--- src/rtl/reg_dump_ctrl.sv ---
// Read-side dump initiator: walks an inclusive, wrapping address range on the
// register bank's read port and streams address-tagged words with a running checksum.
module reg_dump_ctrl #(
  parameter int DATA_W = 8,
  parameter int ADDR_W = 5
) (
  input  logic              clk,
  input  logic              reset,
  input  logic              start,
  input  logic [ADDR_W-1:0] first_addr,
  input  logic [ADDR_W-1:0] last_addr,
  output logic [ADDR_W-1:0] rd_addr,
  input  logic [DATA_W-1:0] rd_data,
  output logic              out_valid,
  input  logic              out_ready,
  output logic [ADDR_W-1:0] out_addr,
  output logic [DATA_W-1:0] out_data,
  output logic              busy,
  output logic              done,
  output logic [DATA_W-1:0] checksum
);

  typedef enum logic [1:0] {IDLE, READ, SEND, DONE} state_t;

  state_t            state_q, state_d;
  logic [ADDR_W-1:0] last_q, last_d;
  logic [ADDR_W-1:0] rd_addr_d, out_addr_d;
  logic [DATA_W-1:0] out_data_d, checksum_d;
  logic              out_valid_d, busy_d, done_d;

  // Checksum accumulation deliberately drops the carry out of the top bit.
  function automatic logic [DATA_W-1:0] add_wrap(input logic [DATA_W-1:0] a,
                                                 input logic [DATA_W-1:0] b);
    return a + b;
  endfunction

  always_comb begin
    state_d     = state_q;
    last_d      = last_q;
    rd_addr_d   = rd_addr;
    out_valid_d = out_valid;
    out_addr_d  = out_addr;
    out_data_d  = out_data;
    busy_d      = busy;
    done_d      = 1'b0;
    checksum_d  = checksum;
    case (state_q)
      IDLE: begin
        if (start) begin
          last_d     = last_addr;
          rd_addr_d  = first_addr;
          checksum_d = '0;
          busy_d     = 1'b1;
          state_d    = READ;
        end
      end
      READ: begin
        out_data_d  = rd_data;
        out_addr_d  = rd_addr;
        checksum_d  = add_wrap(checksum, rd_data);
        out_valid_d = 1'b1;
        state_d     = SEND;
      end
      SEND: begin
        if (out_ready) begin
          out_valid_d = 1'b0;
          if (out_addr == last_q) begin
            done_d  = 1'b1;
            state_d = DONE;
          end else begin
            // Address increment wraps naturally at the bank depth.
            rd_addr_d = rd_addr + ADDR_W'(1);
            state_d   = READ;
          end
        end
      end
      DONE: begin
        busy_d  = 1'b0;
        state_d = IDLE;
      end
      default: state_d = IDLE;
    endcase
  end

  always_ff @(posedge clk) begin
    if (reset) begin
      state_q   <= IDLE;
      last_q    <= '0;
      rd_addr   <= '0;
      out_valid <= 1'b0;
      out_addr  <= '0;
      out_data  <= '0;
      busy      <= 1'b0;
      done      <= 1'b0;
      checksum  <= '0;
    end else begin
      state_q   <= state_d;
      last_q    <= last_d;
      rd_addr   <= rd_addr_d;
      out_valid <= out_valid_d;
      out_addr  <= out_addr_d;
      out_data  <= out_data_d;
      busy      <= busy_d;
      done      <= done_d;
      checksum  <= checksum_d;
    end
  end

endmodule
--- config.mk ---
export PLATFORM = sky130hd
export DESIGN_NAME = reg_dump_ctrl
export DESIGN_NICKNAME = d
export VERILOG_FILES = /design/src/rtl/reg_dump_ctrl.sv
export SDC_FILE = /design/constraint.sdc
export NUM_CORES = 1
export LEC_CHECK = 0
export CAP_MARGIN = 20
export CORE_AREA = 5 5 69 71
export DETAILED_ROUTE_END_ITERATION = 10
export DIE_AREA = 0 0 74 76
export PLACE_DENSITY = 0.74
export RECOVER_POWER = 50
export SYNTH_ARGS = -nofsm -noshare
export SYNTH_HDL_FRONTEND = slang
export SYNTH_SLANG_ARGS = --single-unit
export TNS_END_PERCENT = 5
--- constraint.sdc ---
create_clock -name clk -period 3.8 [get_ports clk]
set_input_delay 0.57 -clock clk [delete_from_list [all_inputs] [get_ports clk]]
set_output_delay 0.57 -clock clk [all_outputs]
set_load 0.005 [all_outputs]
# --- Word-level counts from Yosys, hierarchy flattened ---
# Index checks and enable logic that the tools add are counted.
word_totals:
  elab_cells: 47
  rom_bits: 0
  mem_bits_rw: 0
  output_inout_bits: 29
  memories: 0
  inputBits: 22
  register_bits: 36
  latchBits: 0
classes:
  multipliers: 0
  n_addsub: 2
  order_cmp: 0
  n_shift: 0
  reduce_logical: 12
  bitwise: 2
  div: 0
  eq_ne: 7
  muxes: 15
op_table:
  columns: ["op", "count"]
  rows:
  - ["$pmux W8 S2", 1]
  - ["$mux W5", 3]
  - ["$pmux W5 S2", 1]
  - ["$reduce_and A2 Y1", 5]
  - ["$add A8 B8 Y8", 1]
  - ["$mux W8", 1]
  - ["$pmux W2 S4", 1]
  - ["$reduce_bool A2 Y1", 4]
  - ["$mux W2", 3]
  - ["$ne A2 B2 Y1 const B", 3]
  - ["$add A5 B1 Y5 const B", 1]
  - ["$eq A5 B5 Y1", 1]
  - ["$eq A2 B2 Y1 const B", 2]
  - ["$pmux W1 S2", 2]
  - ["$reduce_and A4 Y1", 1]
  - ["$mux W1", 3]
  - ["$reduce_or A3 Y1", 1]
  - ["$eq A2 B1 Y1 const B", 1]
  - ["$logic_not A2 Y1", 1]
  - ["$not A1 Y1", 2]

# --- Depth between registers and ports, before layout ---
# Gate-level depths: netlist (run 1).
logic_depth:
  ltp_word: 4
  ltp_mapped: 7
  ltp_nobuf: 7

# --- Least setup slack after synthesis (run 1) ---
# Ideal clock, no wire load.
synth_path:
  path_kind: "input to register"
  startpoint: "input port rd_data[5]"
  endpoint: "register checksum[7]"
  path_slack_ns: 1.704
  t_required_ns: 3.677
  setup_ns: 0.123
  arrival_time_ns: 1.972
  n_path_buf: 0
  cell_stages: 6
  cell_sequence: "ha_1 -> a21oi_1 -> nand2_1 -> or4_1 -> nand3_1 -> mux2_1"
synth_via:
  elab_chain_len: 2
synth_rtl:
  columns: ["element", "line", "source"]
  rows:
  - ["start, declared", "13", "input logic [DATA_W-1:0] rd_data,"]
  - ["$add A8 B8 Y8", "34", "return a + b;"]
  - ["$pmux W8 S2", "47", "case (state_q)"]
  - ["end signal, assigned", "105", "checksum <= checksum_d;"]
  - ["end, declared", "20", "output logic [DATA_W-1:0] checksum"]
# Every way passes these cells.
# A chain may end at the register's enable or synchronous reset.

# --- Worst setup path after layout (run 1) ---
layout_path:
  startpoint: "input port rd_data[1]"
  endpoint: "register checksum[7]"
# The elaborated chain is that of the path after synthesis.

==> key figures, run 1 <==
Die
  – Die Area: 5624 sq um
  – # IOs: 51
  – Initial Util: 0.4197
  – Core Area: 4174 sq um
  – Chip height: 76 microns
  – Chip width: 74 microns
  – # rows: 24

STA
  – Peak Freq: 0.4142 GHz
  – RSZ-0062 raised after global routing: no
  – Hold_ws: 0.4524 ns
  – Fin. max-slew vios: 0
  – Slew @ Worst Pin: 0.9523 ns
  – Post-route setup TNS: 0 ns
  – Final Setup Violations: 0
  – Min Clock Period, post-route: 2.414 ns
  – Worst slew margin: 0.3651
  – Clock Skew: 0.008112 ns
  – Final number of hold-violating endpoints: 0
  – Final Cycle Share: 0.6353

Global routing
  – GR Util All Layers: 0.1626
  – Remaining global-route overflow: 0
  – First-pass GRT wire length: 7300 microns
  – Antenna violations before repair: 0
  – Largest net degree at the start of global routing: 28
  – Vias in the first global route: 1553

Setup path
  – Worst R2R Path Depth: 4
  – Worst Setup SP: rd_data[1]
  – Worst EP required: 3.97 ns
  – Crit. End Element: flop
  – CP Depth: 7
  – Reg2reg end: checksum[7]$_SDFFE_PP0P_
  – R2r setup slk: 1.59 ns
  – CP endpoint: checksum[7]$_SDFFE_PP0P_
  – Crit path buffers/inverters: 1
  – Worst-path maximum fanout: 3
  – Critical path's slowest cell: clkdlybuf4s50_1
  – Critical path type: primary input to flop
  – Top delay family on crit path: simple AND/OR/NAND/NOR gates
  – Crit-path cells: clkdlybuf4s50_1 -> ha_1 -> a211oi_1 -> nor3_1 -> or4_1 -> nand3_1 -> mux2_1
  – CP arrival: 2.59 ns
  – Worst r2r src: state_q[1]$_SDFFE_PP0P_
  – Crit-path max cell delay: 0.48 ns
  – Critical Path Source Type: primary input

Yosys
  – Synthesized area per cell: 8.147 sq um
  – Flops & latches, synth: 36
  – Synth Cell Area: 1752 sq um
  – Top FF cell, synth: dfxtp_1
  – Post-Syn Instances: 215
  – Yosys top cell by area: dfxtp_1
  – Synth Net Count: 246
  – Sequential-to-total area share from yosys stat: 0.4114
  – Ys async rst share: 0
  – Cell variety after synth: 39
  – Yosys top cell area share: 0.4114
  – Yosys warnings: 0
  – Synth area leaders: dfxtp_1, nand2_1, a21oi_1
  – Post-synth EDFFs: 0

Finish
  – Commonest non-fill, non-tap cell in the layout: nand2_1
  – Area of the multi-input gates: 977.2 sq um
  – Share of layout cells above drive strength 1: 0.04167
  – Area growth, synth to finish: 36.43%
  – NumNets Final: 294
  – Final Core Density: 0.5725
  – Non-Filler Instances: 316
  – Most frequent cells in the layout: nand2_1, dfxtp_1, a21oi_1
  – # fillers: 401
  – Reg area: 720.7 sq um
  – Ant. Diodes: 0

Placed design
  – Placer Congestion: 0.8062
  – Placed Cells: 308
  – Post-DP HPWL: 3027 microns
  – Port Buffers: 50

Pwr
  – Power per cell area: 399.8 nW/um^2
  – Leak pwr: 0.9789 nW
  – VDD IR max: 0.0002889 V

Drt
  – Starting DRC count in detailed routing: 189
  – WL final: 4197 microns
  – DRC: 0
  – Post-route ant nets: 0
  – Vias/cell: 5.158
  – First-pass DRT Iterations: 4
  – Routed WL per cell: 13.28 microns
  – Vias: 1630

Status
  – Status: finished clean

Clock network
  – H-tree levels: 2
  – Clock Sinks: 36
  – Post-CTS Resized: 0
  – Skew-Pair Late Insertion Delay: 0.29 ns
  – CTS tree: yes
  – Max clock buf depth: 2
  – Setup Fix Bufs, Post-CTS: 0
  – Hold-fix buffers at CTS: 0
  – TritonCTS buffer count: 5
  – Clk slew on worst S/H paths: 0.07 ns
  – Clk root buf: clkbuf_8

Run
  – Max-cap viol count: 0

Min path
  – HP Class: flop to flop
logic make-up (layout without fill, tap and decap cells):
logic type / after synthesis / in the layout / share of synthesized area
AO/OA/AOI/OAI: 52 / 52 / 0.1793
XOR/XNOR: 8 / 8 / 0.04000
adder cells (fa/ha/maj): 9 / 9 / 0.06857
buffers and inverters: 12 / 61 / 0.03071
flip-flops: 36 / 36 / 0.4114
multiplexers: 4 / 4 / 0.02357
AND/OR/NAND/NOR: 94 / 94 / 0.2464
metrics by stage:
stage          instance area (sq um)  setup WS, ns  power, mW
4_1_cts                         2390         1.376     0.9668
2_1_floorplan                   1752         1.704     0.5478
3_3_place_gp                    2282         1.126     0.6344
6_report                        2390         1.386     0.9555
5_1_grt                         2390         1.290      1.006
3_5_place_dp                    2282         1.079     0.6363
power breakdown:
part	total, mW	internal, mW	switching [mW]
Sequential	0.428	0.404	0.0238
Clock	0.333	0.195	0.138
Combinational	0.195	0.0986	0.0962
Total	0.956	0.697	0.258
area by class of cell:
class | instances | share of cell area
Clock buffer | 6 | 0.03037
Tap cell | 52 | 0.02723
Inverter | 1 | 0.001571
Multi-Input combinational cell | 167 | 0.4089
Timing Repair Buffer | 52 | 0.2157
Sequential cell | 36 | 0.3016
Clock inverter | 2 | 0.01466
how the worst min path moves through the flow:
stage                                         from                       end  slack, ns  depth (start not counted)
after floorplan             last_q[0]$_SDFFE_PP0P_    last_q[0]$_SDFFE_PP0P_       0.45                          2
after global placement    out_data[7]$_SDFFE_PP0P_  out_data[7]$_SDFFE_PP0P_       0.44                          2
after detailed placement  out_data[4]$_SDFFE_PP0P_  out_data[4]$_SDFFE_PP0P_       0.45                          2
after CTS                 out_data[4]$_SDFFE_PP0P_  out_data[4]$_SDFFE_PP0P_       0.46                          2
after global routing      out_data[6]$_SDFFE_PP0P_  out_data[6]$_SDFFE_PP0P_       0.47                          2
final                     out_data[4]$_SDFFE_PP0P_  out_data[4]$_SDFFE_PP0P_       0.45                          2
routing by layer:
layer,share of wire,GRT usage,wire length [microns],up-vias
li1,-,-,-,841
met1,0.48,0.2276,1994,739
met2,0.44,0.2367,1866,42
met3,0.059,0.03166,247,8
met4,0.021,0.07609,89,0
met5,0,0,0,-
flip-flops by register name, indices dropped and copies added (netlist names):
signal     count
rd_addr        5
state_q        2
out_valid      1
out_addr       5
last_q         5
out_data       8
checksum       8
busy           1
done           1
cell usage after synthesis, types with 2 or more instances:
library cell / instances
dfxtp_1: 36
buf_1: 2
o32ai_1: 2
nand3_1: 11
ha_1: 8
nor3_1: 3
nor3b_1: 4
a21oi_1: 32
nor2b_1: 2
nor2_1: 10
a21boi_0: 2
clkbuf_1: 7
xnor2_1: 3
mux2i_1: 3
nand2_1: 51
a211oi_1: 3
xor2_1: 5
nand2b_1: 5
a21o_1: 2
o21ai_0: 5
worst register-to-register path, cell delays in order (launching register included):
cell and delay, ns:
dfxtp_1 0.37, nand2b_1 0.61, or4_1 0.70, nand3_1 0.10
mux2_1 0.31
No activity file was read; power rests on OpenSTA's default activity.
==> inputs of run 2 (changes only) <==
==> constraint.sdc (replaced) <==
create_clock -name clk -period 2.4 [get_ports clk]
set_input_delay 0.36 -clock clk [delete_from_list [all_inputs] [get_ports clk]]
set_output_delay 0.36 -clock clk [all_outputs]
set_load 0.005 [all_outputs]
==> key figures, run 2 (synthesis gave the netlist of run 1 again) <==
Drt
  – Starting DRC count in detailed routing: 80 (-58%)
  – Post-route ant nets: 0 (unchanged)
  – First-pass DRT Iterations: 4 (unchanged)
  – Routed WL per cell: 13.41 microns (+0.94%)
  – DRC: 0 (unchanged)
  – WL final: 4317 microns (+2.9%)
  – Vias/cell: 5.134 (-0.48%)
  – Vias: 1653 (+1.4%)

STA
  – Post-route setup TNS: 0 ns (unchanged)
  – Worst slew margin: 0.4321 (+0.06700)
  – Final Cycle Share: 0.8993
  – RSZ-0062 raised after global routing: no
  – Final number of hold-violating endpoints: 0 (unchanged)
  – Final Setup Violations: 0 (unchanged)
  – Clock Skew: 0.006075 ns (-0.002037 ns)
  – Peak Freq: 0.4633 GHz
  – Slew @ Worst Pin: 0.8518 ns (-0.1005 ns)
  – Fin. max-slew vios: 0 (unchanged)
  – Min Clock Period, post-route: 2.158 ns
  – Setup WS post-layout: 0.2417 ns (-1.144 ns)

Setup path
  – Critical Path Source Type: primary input
  – Worst EP required: 2.61 ns (-1.36 ns)
  – Critical path's slowest cell: fa_1
  – R2r setup slk: 0.37 ns (-1.22 ns)
  – CP arrival: 2.37 ns (-0.22 ns)
  – Critical path type: primary input to flop
  – Crit-path cells: clkdlybuf4s50_1 -> ha_1 -> fa_1 -> a21o_1 -> a21oi_1 -> o21ai_0 -> xnor2_1 -> o31ai_1
  – Crit path buffers/inverters: 1 (unchanged)
  – Top delay family on crit path: compound AO/OA/AOI/OAI gates
  – Crit. End Element: flop
  – Worst-path maximum fanout: 3 (unchanged)
  – Crit-path max cell delay: 0.43 ns (-0.05 ns)

Die
  – # rows: 24 (unchanged)
  – Chip width: 74 microns (unchanged)
  – Die Area: 5624 sq um (unchanged)
  – # IOs: 51 (unchanged)
  – Initial Util: 0.4197 (unchanged)
  – Chip height: 76 microns (unchanged)
  – Core Area: 4174 sq um (unchanged)

Pwr
  – Leak pwr: 0.9620 nW (-1.7%)
  – Final Power: 1.538 mW (+61%)
  – VDD IR max: 0.0003203 V (+11%)
  – Power per cell area: 632.5 nW/um^2 (+58%)

Placed design
  – Placer Congestion: 0.8536 (+5.9%)
  – Placed Cells: 314 (+1.9%)
  – DP Area: 2327 sq um (+2.0%)
  – Post-DP HPWL: 3221 microns (+6.4%)
  – Port Buffers: 50 (unchanged)
  – Pre-CTS setup slack: -0.05631 ns (-1.135 ns)

Finish
  – NumNets Final: 300 (+2.0%)
  – Largest registers: checksum: 8 flops, out_data: 8 flops
  – Post-Layout Inst Area: 2431 sq um (+1.7%)
  – Commonest non-fill, non-tap cell in the layout: nand2_1
  – Non-Filler Instances: 322 (+1.9%)
  – Most frequent cells in the layout: nand2_1, clkdlybuf4s50_1, dfxtp_1
  – Area growth, synth to finish: 38.79%
  – Ant. Diodes: 0 (unchanged)
  – Share of layout cells above drive strength 1: 0.05926 (+0.01759)

Global routing
  – Vias in the first global route: 1618 (+4.2%)
  – Largest net degree at the start of global routing: 27 (-3.6%)
  – Remaining global-route overflow: 0 (unchanged)
  – First-pass GRT wire length: 7417 microns (+1.6%)
  – Antenna violations before repair: 0 (unchanged)
  – GR Util All Layers: 0.1660 (+0.003366)

Clock network
  – Hold-fix buffers at CTS: 0 (unchanged)
  – Clk root buf: clkbuf_8
  – Post-CTS Resized: 0 (unchanged)
  – Skew-Pair Late Insertion Delay: 0.30 ns (about the same)
  – TritonCTS buffer count: 5 (unchanged)
  – CTS tree: yes
  – Setup Fix Bufs, Post-CTS: 0 (unchanged)
  – Clk slew on worst S/H paths: 0.07 ns (about the same)
  – Clock Sinks: 36 (unchanged)
  – H-tree levels: 2 (unchanged)
  – Max clock buf depth: 2 (unchanged)

Min path
  – HP Class: flop to flop

Status
  – Status: finished clean

Run
  – Max-cap viol count: 0 (unchanged)
==> run 2: cell count changes in the layout (fill, tap and decap cells not counted), sizes merged <==
cell	change
dlygate4sd3	-11
clkinvlp	+1
buf	+4
clkdlybuf4s50	+11
clkbuf	+1
==> run 2: final timing paths <==
path / startpoint / endpoint / depth (start not counted)
hold / removal: out_data[2]$_SDFFE_PP0P_ / out_data[2]$_SDFFE_PP0P_ / 2
hold reg to reg: out_data[2]$_SDFFE_PP0P_ / out_data[2]$_SDFFE_PP0P_ / 2
setup reg to reg: checksum[1]$_SDFFE_PP0P_ / checksum[7]$_SDFFE_PP0P_ / 6
setup / recovery: rd_data[0] / checksum[6]$_SDFFE_PP0P_ / 8
==> run 2: cell type report <==
cell class	instances	area (sq um)
fill	413	1743
multi-input combinational	167	977.2
sequential	36	720.7
timing repair buffer	58	553.0
clock buffer	5	68.82
tap	52	65.06
clock inverter	3	42.54
inverter	1	3.754
==> run 2: worst reg2reg max path, cell delays in order, from the launching register on <==
cell,delay [ns]
dfxtp_1,0.41
ha_1,0.28
a211oi_1,0.30
nor3_1,0.10
or4_1,0.41
nand3_1,0.10
mux2_1,0.32
==> run 2: where the power goes <==
part | internal [mW] | switching (mW) | leakage, nW | total, mW
Sequential | 0.639 | 0.0370 | 0.294 | 0.676
Combinational | 0.166 | 0.157 | 0.614 | 0.323
Clock | 0.307 | 0.231 | 0.0541 | 0.538
==> run 2: per-stage QoR <==
stage | utilization | hold slack [ns]
global placement | 0.5576 | 0.4432
CTS | 0.5842 | 0.4587
detailed placement | 0.5576 | 0.4482
global route | 0.5824 | 0.4740
finish | 0.5824 | 0.4528
floorplan | - | 0.4478
==> run 2: per-layer routing <==
layer  global-route usage  share of wire  up-vias
met5                    0              0        -
met4              0.07609          0.022        0
met3              0.03034          0.051        7
met2               0.2553           0.46       39
met1               0.2215           0.47      754
li1                     -              -      853
==> inputs of run 3 (changes only) <==
--- a/config.mk
+++ b/config.mk
@@ -6,11 +6,11 @@
 export NUM_CORES = 1
 export LEC_CHECK = 0
 export CAP_MARGIN = 20
-export CORE_AREA = 5 5 69 71
+export CORE_AREA = 5 5 83 85
 export DETAILED_ROUTE_END_ITERATION = 10
-export DIE_AREA = 0 0 74 76
-export PLACE_DENSITY = 0.74
+export DIE_AREA = 0 0 88 90
 export RECOVER_POWER = 50
+export SLEW_MARGIN = 20
 export SYNTH_ARGS = -nofsm -noshare
 export SYNTH_HDL_FRONTEND = slang
 export SYNTH_SLANG_ARGS = --single-unit
==> key figures, run 3 (synthesis gave the netlist of run 1 again) <==
Global routing
  – Layer with the highest usage: met2
  – Largest net degree at the start of global routing: 27 (unchanged)
  – Grt met1 use: 0.1572 (-0.06431)
  – Antenna violations before repair: 0 (unchanged)
  – Met3 GRT Util: 0.03931 (+0.008962)
  – First-pass GRT wire length: 7721 microns (+4.1%)
  – Vias in the first global route: 1585 (-2.0%)
  – GR Util All Layers: 0.1214 (-0.04463)
  – Met2 Usage GRT: 0.1947 (-0.06060)
  – Remaining global-route overflow: 0 (unchanged)

STA
  – Final Cycle Share: 0.8919 (-0.007430)
  – RSZ-0062 raised after global routing: no
  – Slew @ Worst Pin: 0.9021 ns (+0.05024 ns)
  – Clock Skew: 0.01313 ns (+0.007057 ns)
  – Setup WS post-layout: 0.2595 ns (+0.01783 ns)
  – Min Clock Period, post-route: 2.140 ns (-0.01783 ns)
  – Peak Freq: 0.4672 GHz (+0.83%)
  – Final Setup Violations: 0 (unchanged)
  – Final number of hold-violating endpoints: 0 (unchanged)
  – Fin. max-slew vios: 0 (unchanged)
  – Hold_ws: 0.4505 ns (-0.002270 ns)
  – Worst slew margin: 0.3986 (-0.03349)
  – Post-route setup TNS: 0 ns (unchanged)

Drt
  – Vias/cell: 4.777 (-7.0%)
  – Vias: 1667 (+0.85%)
  – DRC: 0 (unchanged)
  – WL final: 4600 microns (+6.6%)
  – First-pass DRT Iterations: 4 (unchanged)
  – Post-route ant nets: 0 (unchanged)
  – Starting DRC count in detailed routing: 47 (-41%)
  – Routed WL per cell: 13.18 microns (-1.7%)

Setup path
  – Crit-path cells: clkdlybuf4s50_1 -> ha_1 -> a211oi_1 -> nor3_1 -> or4_1 -> nand3_1 -> mux2_1
  – Worst EP required: 2.59 ns (-0.02 ns)
  – Top delay family on crit path: simple AND/OR/NAND/NOR gates
  – Worst-path maximum fanout: 2 (-1)
  – Critical path type: primary input to flop
  – Critical path's slowest cell: clkdlybuf4s50_1
  – CP arrival: 2.33 ns (-0.04 ns)
  – Crit. End Element: flop
  – Crit-path max cell delay: 0.42 ns (about the same)
  – Critical Path Source Type: primary input
  – Crit path buffers/inverters: 1 (unchanged)

Finish
  – Largest registers: checksum: 8 flops, out_data: 8 flops
  – Share of layout cells above drive strength 1: 0.06985 (+0.01059)
  – # fillers: 642 (+55%)
  – Most frequent cells in the layout: nand2_1, clkdlybuf4s50_1, dfxtp_1
  – Final Core Density: 0.4071 (-0.1754)
  – Commonest non-fill, non-tap cell in the layout: nand2_1
  – NumNets Final: 302 (+0.67%)
  – Post-Layout Inst Area: 2496 sq um (+2.7%)
  – Area growth, synth to finish: 42.50%
  – Ant. Diodes: 0 (unchanged)

Die
  – Initial Util: 0.2857 (-0.1340)
  – Chip height: 90 microns (+18%)
  – Die Area: 7920 sq um (+41%)
  – # rows: 29 (+21%)
  – Core Area: 6132 sq um (+47%)
  – Chip width: 88 microns (+19%)
  – # IOs: 51 (unchanged)

Clock network
  – H-tree levels: 2 (unchanged)
  – Setup Fix Bufs, Post-CTS: 0 (unchanged)
  – Post-CTS Resized: 0 (unchanged)
  – Clock Sinks: 36 (unchanged)
  – Clk root buf: clkbuf_8
  – Clk slew on worst S/H paths: 0.08 ns (about the same)
  – Hold-fix buffers at CTS: 0 (unchanged)
  – Max clock buf depth: 2 (unchanged)
  – TritonCTS buffer count: 5 (unchanged)
  – CTS tree: yes
  – Skew-Pair Late Insertion Delay: 0.30 ns (about the same)

Status
  – Status: finished clean

Pwr
  – Power per cell area: 639.3 nW/um^2 (+1.1%)
  – Leak pwr: 0.9868 nW (+2.6%)
  – Logic pwr share: 0.206 (-0.004)
  – Sw Share: 0.2620 (-0.01410)
  – Power share of the clock group: 0.370 (+0.020)
  – VDD IR max: 0.0002295 V (-28%)
  – Net Sw Power: 0.4182 mW (-1.5%)
  – Int Pwr: 1.178 mW (+5.8%)
  – Reg power frac: 0.424 (-0.016)

Min path
  – HP Class: flop to flop

Placed design
  – Pre-CTS setup slack: -0.05630 ns (+0.00001440 ns)
  – DP Area: 2374 sq um (+2.0%)
  – Port Buffers: 50 (unchanged)
  – Post-DP HPWL: 3388 microns (+5.2%)
  – Placer Congestion: 0.7791 (-8.7%)

Run
  – Max-cap viol count: 0 (unchanged)
## run 3: path summary, 6_finish.rpt
kind / cells past startpoint / end / startpoint / slack (ns)
worst min-delay path: 2 / out_data[3]$_SDFFE_PP0P_ / out_data[3]$_SDFFE_PP0P_ / 0.45
worst max register to register: 6 / checksum[7]$_SDFFE_PP0P_ / checksum[1]$_SDFFE_PP0P_ / 0.36
worst min register to register: 2 / out_data[3]$_SDFFE_PP0P_ / out_data[3]$_SDFFE_PP0P_ / 0.45
worst max-delay path: 7 / checksum[7]$_SDFFE_PP0P_ / rd_data[1] / 0.26
## run 3: layout make-up
cell class / instances / area [sq um] / share of cell area
Clock buffer: 7 / 96.34 / 0.03860
Clock inverter: 1 / 30.03 / 0.01203
Inverter: 1 / 3.754 / 0.001504
Multi-Input combinational cell: 167 / 977.2 / 0.3915
Sequential cell: 36 / 720.7 / 0.2887
Tap cell: 77 / 96.34 / 0.03860
Timing Repair Buffer: 60 / 571.8 / 0.2291
## run 3: layer usage
| layer | part of all wire | wire length (microns) | vias to the layer above |
|---|---|---|---|
| met3 | 0.075 | 343 | 6 |
| li1 | - | - | 859 |
| met5 | 0 | 0 | - |
| met4 | 0.011 | 49 | 0 |
| met1 | 0.44 | 2030 | 748 |
| met2 | 0.47 | 2175 | 54 |
## run 3: stage by stage
step / instances / power, mW
6_report: 349 / 1.596
3_3_place_gp: 341 / 1.027
2_1_floorplan: 215 / 0.8674
3_5_place_dp: 341 / 1.028
5_1_grt: 349 / 1.692
4_1_cts: 349 / 1.623
## run 3: worst reg2reg max path: cells and delay by family (launching register included)
kind,cells,cell delay (ns)
DFF,1,0.42
and+or+nand+nor,3,0.61
AOI/OAI and AO/OA,1,0.31
adders and majority gates,1,0.28
muxes,1,0.32
## run 3: power by group through the flow
stage | logic [mW] | registers, mW | clock network, mW
3_3_place_gp | 0.335 | 0.691 | 0
3_5_place_dp | 0.336 | 0.692 | 0
4_1_cts | 0.338 | 0.678 | 0.607
5_1_grt | 0.369 | 0.686 | 0.637
2_1_floorplan | 0.180 | 0.687 | 0
6_report | 0.329 | 0.677 | 0.590
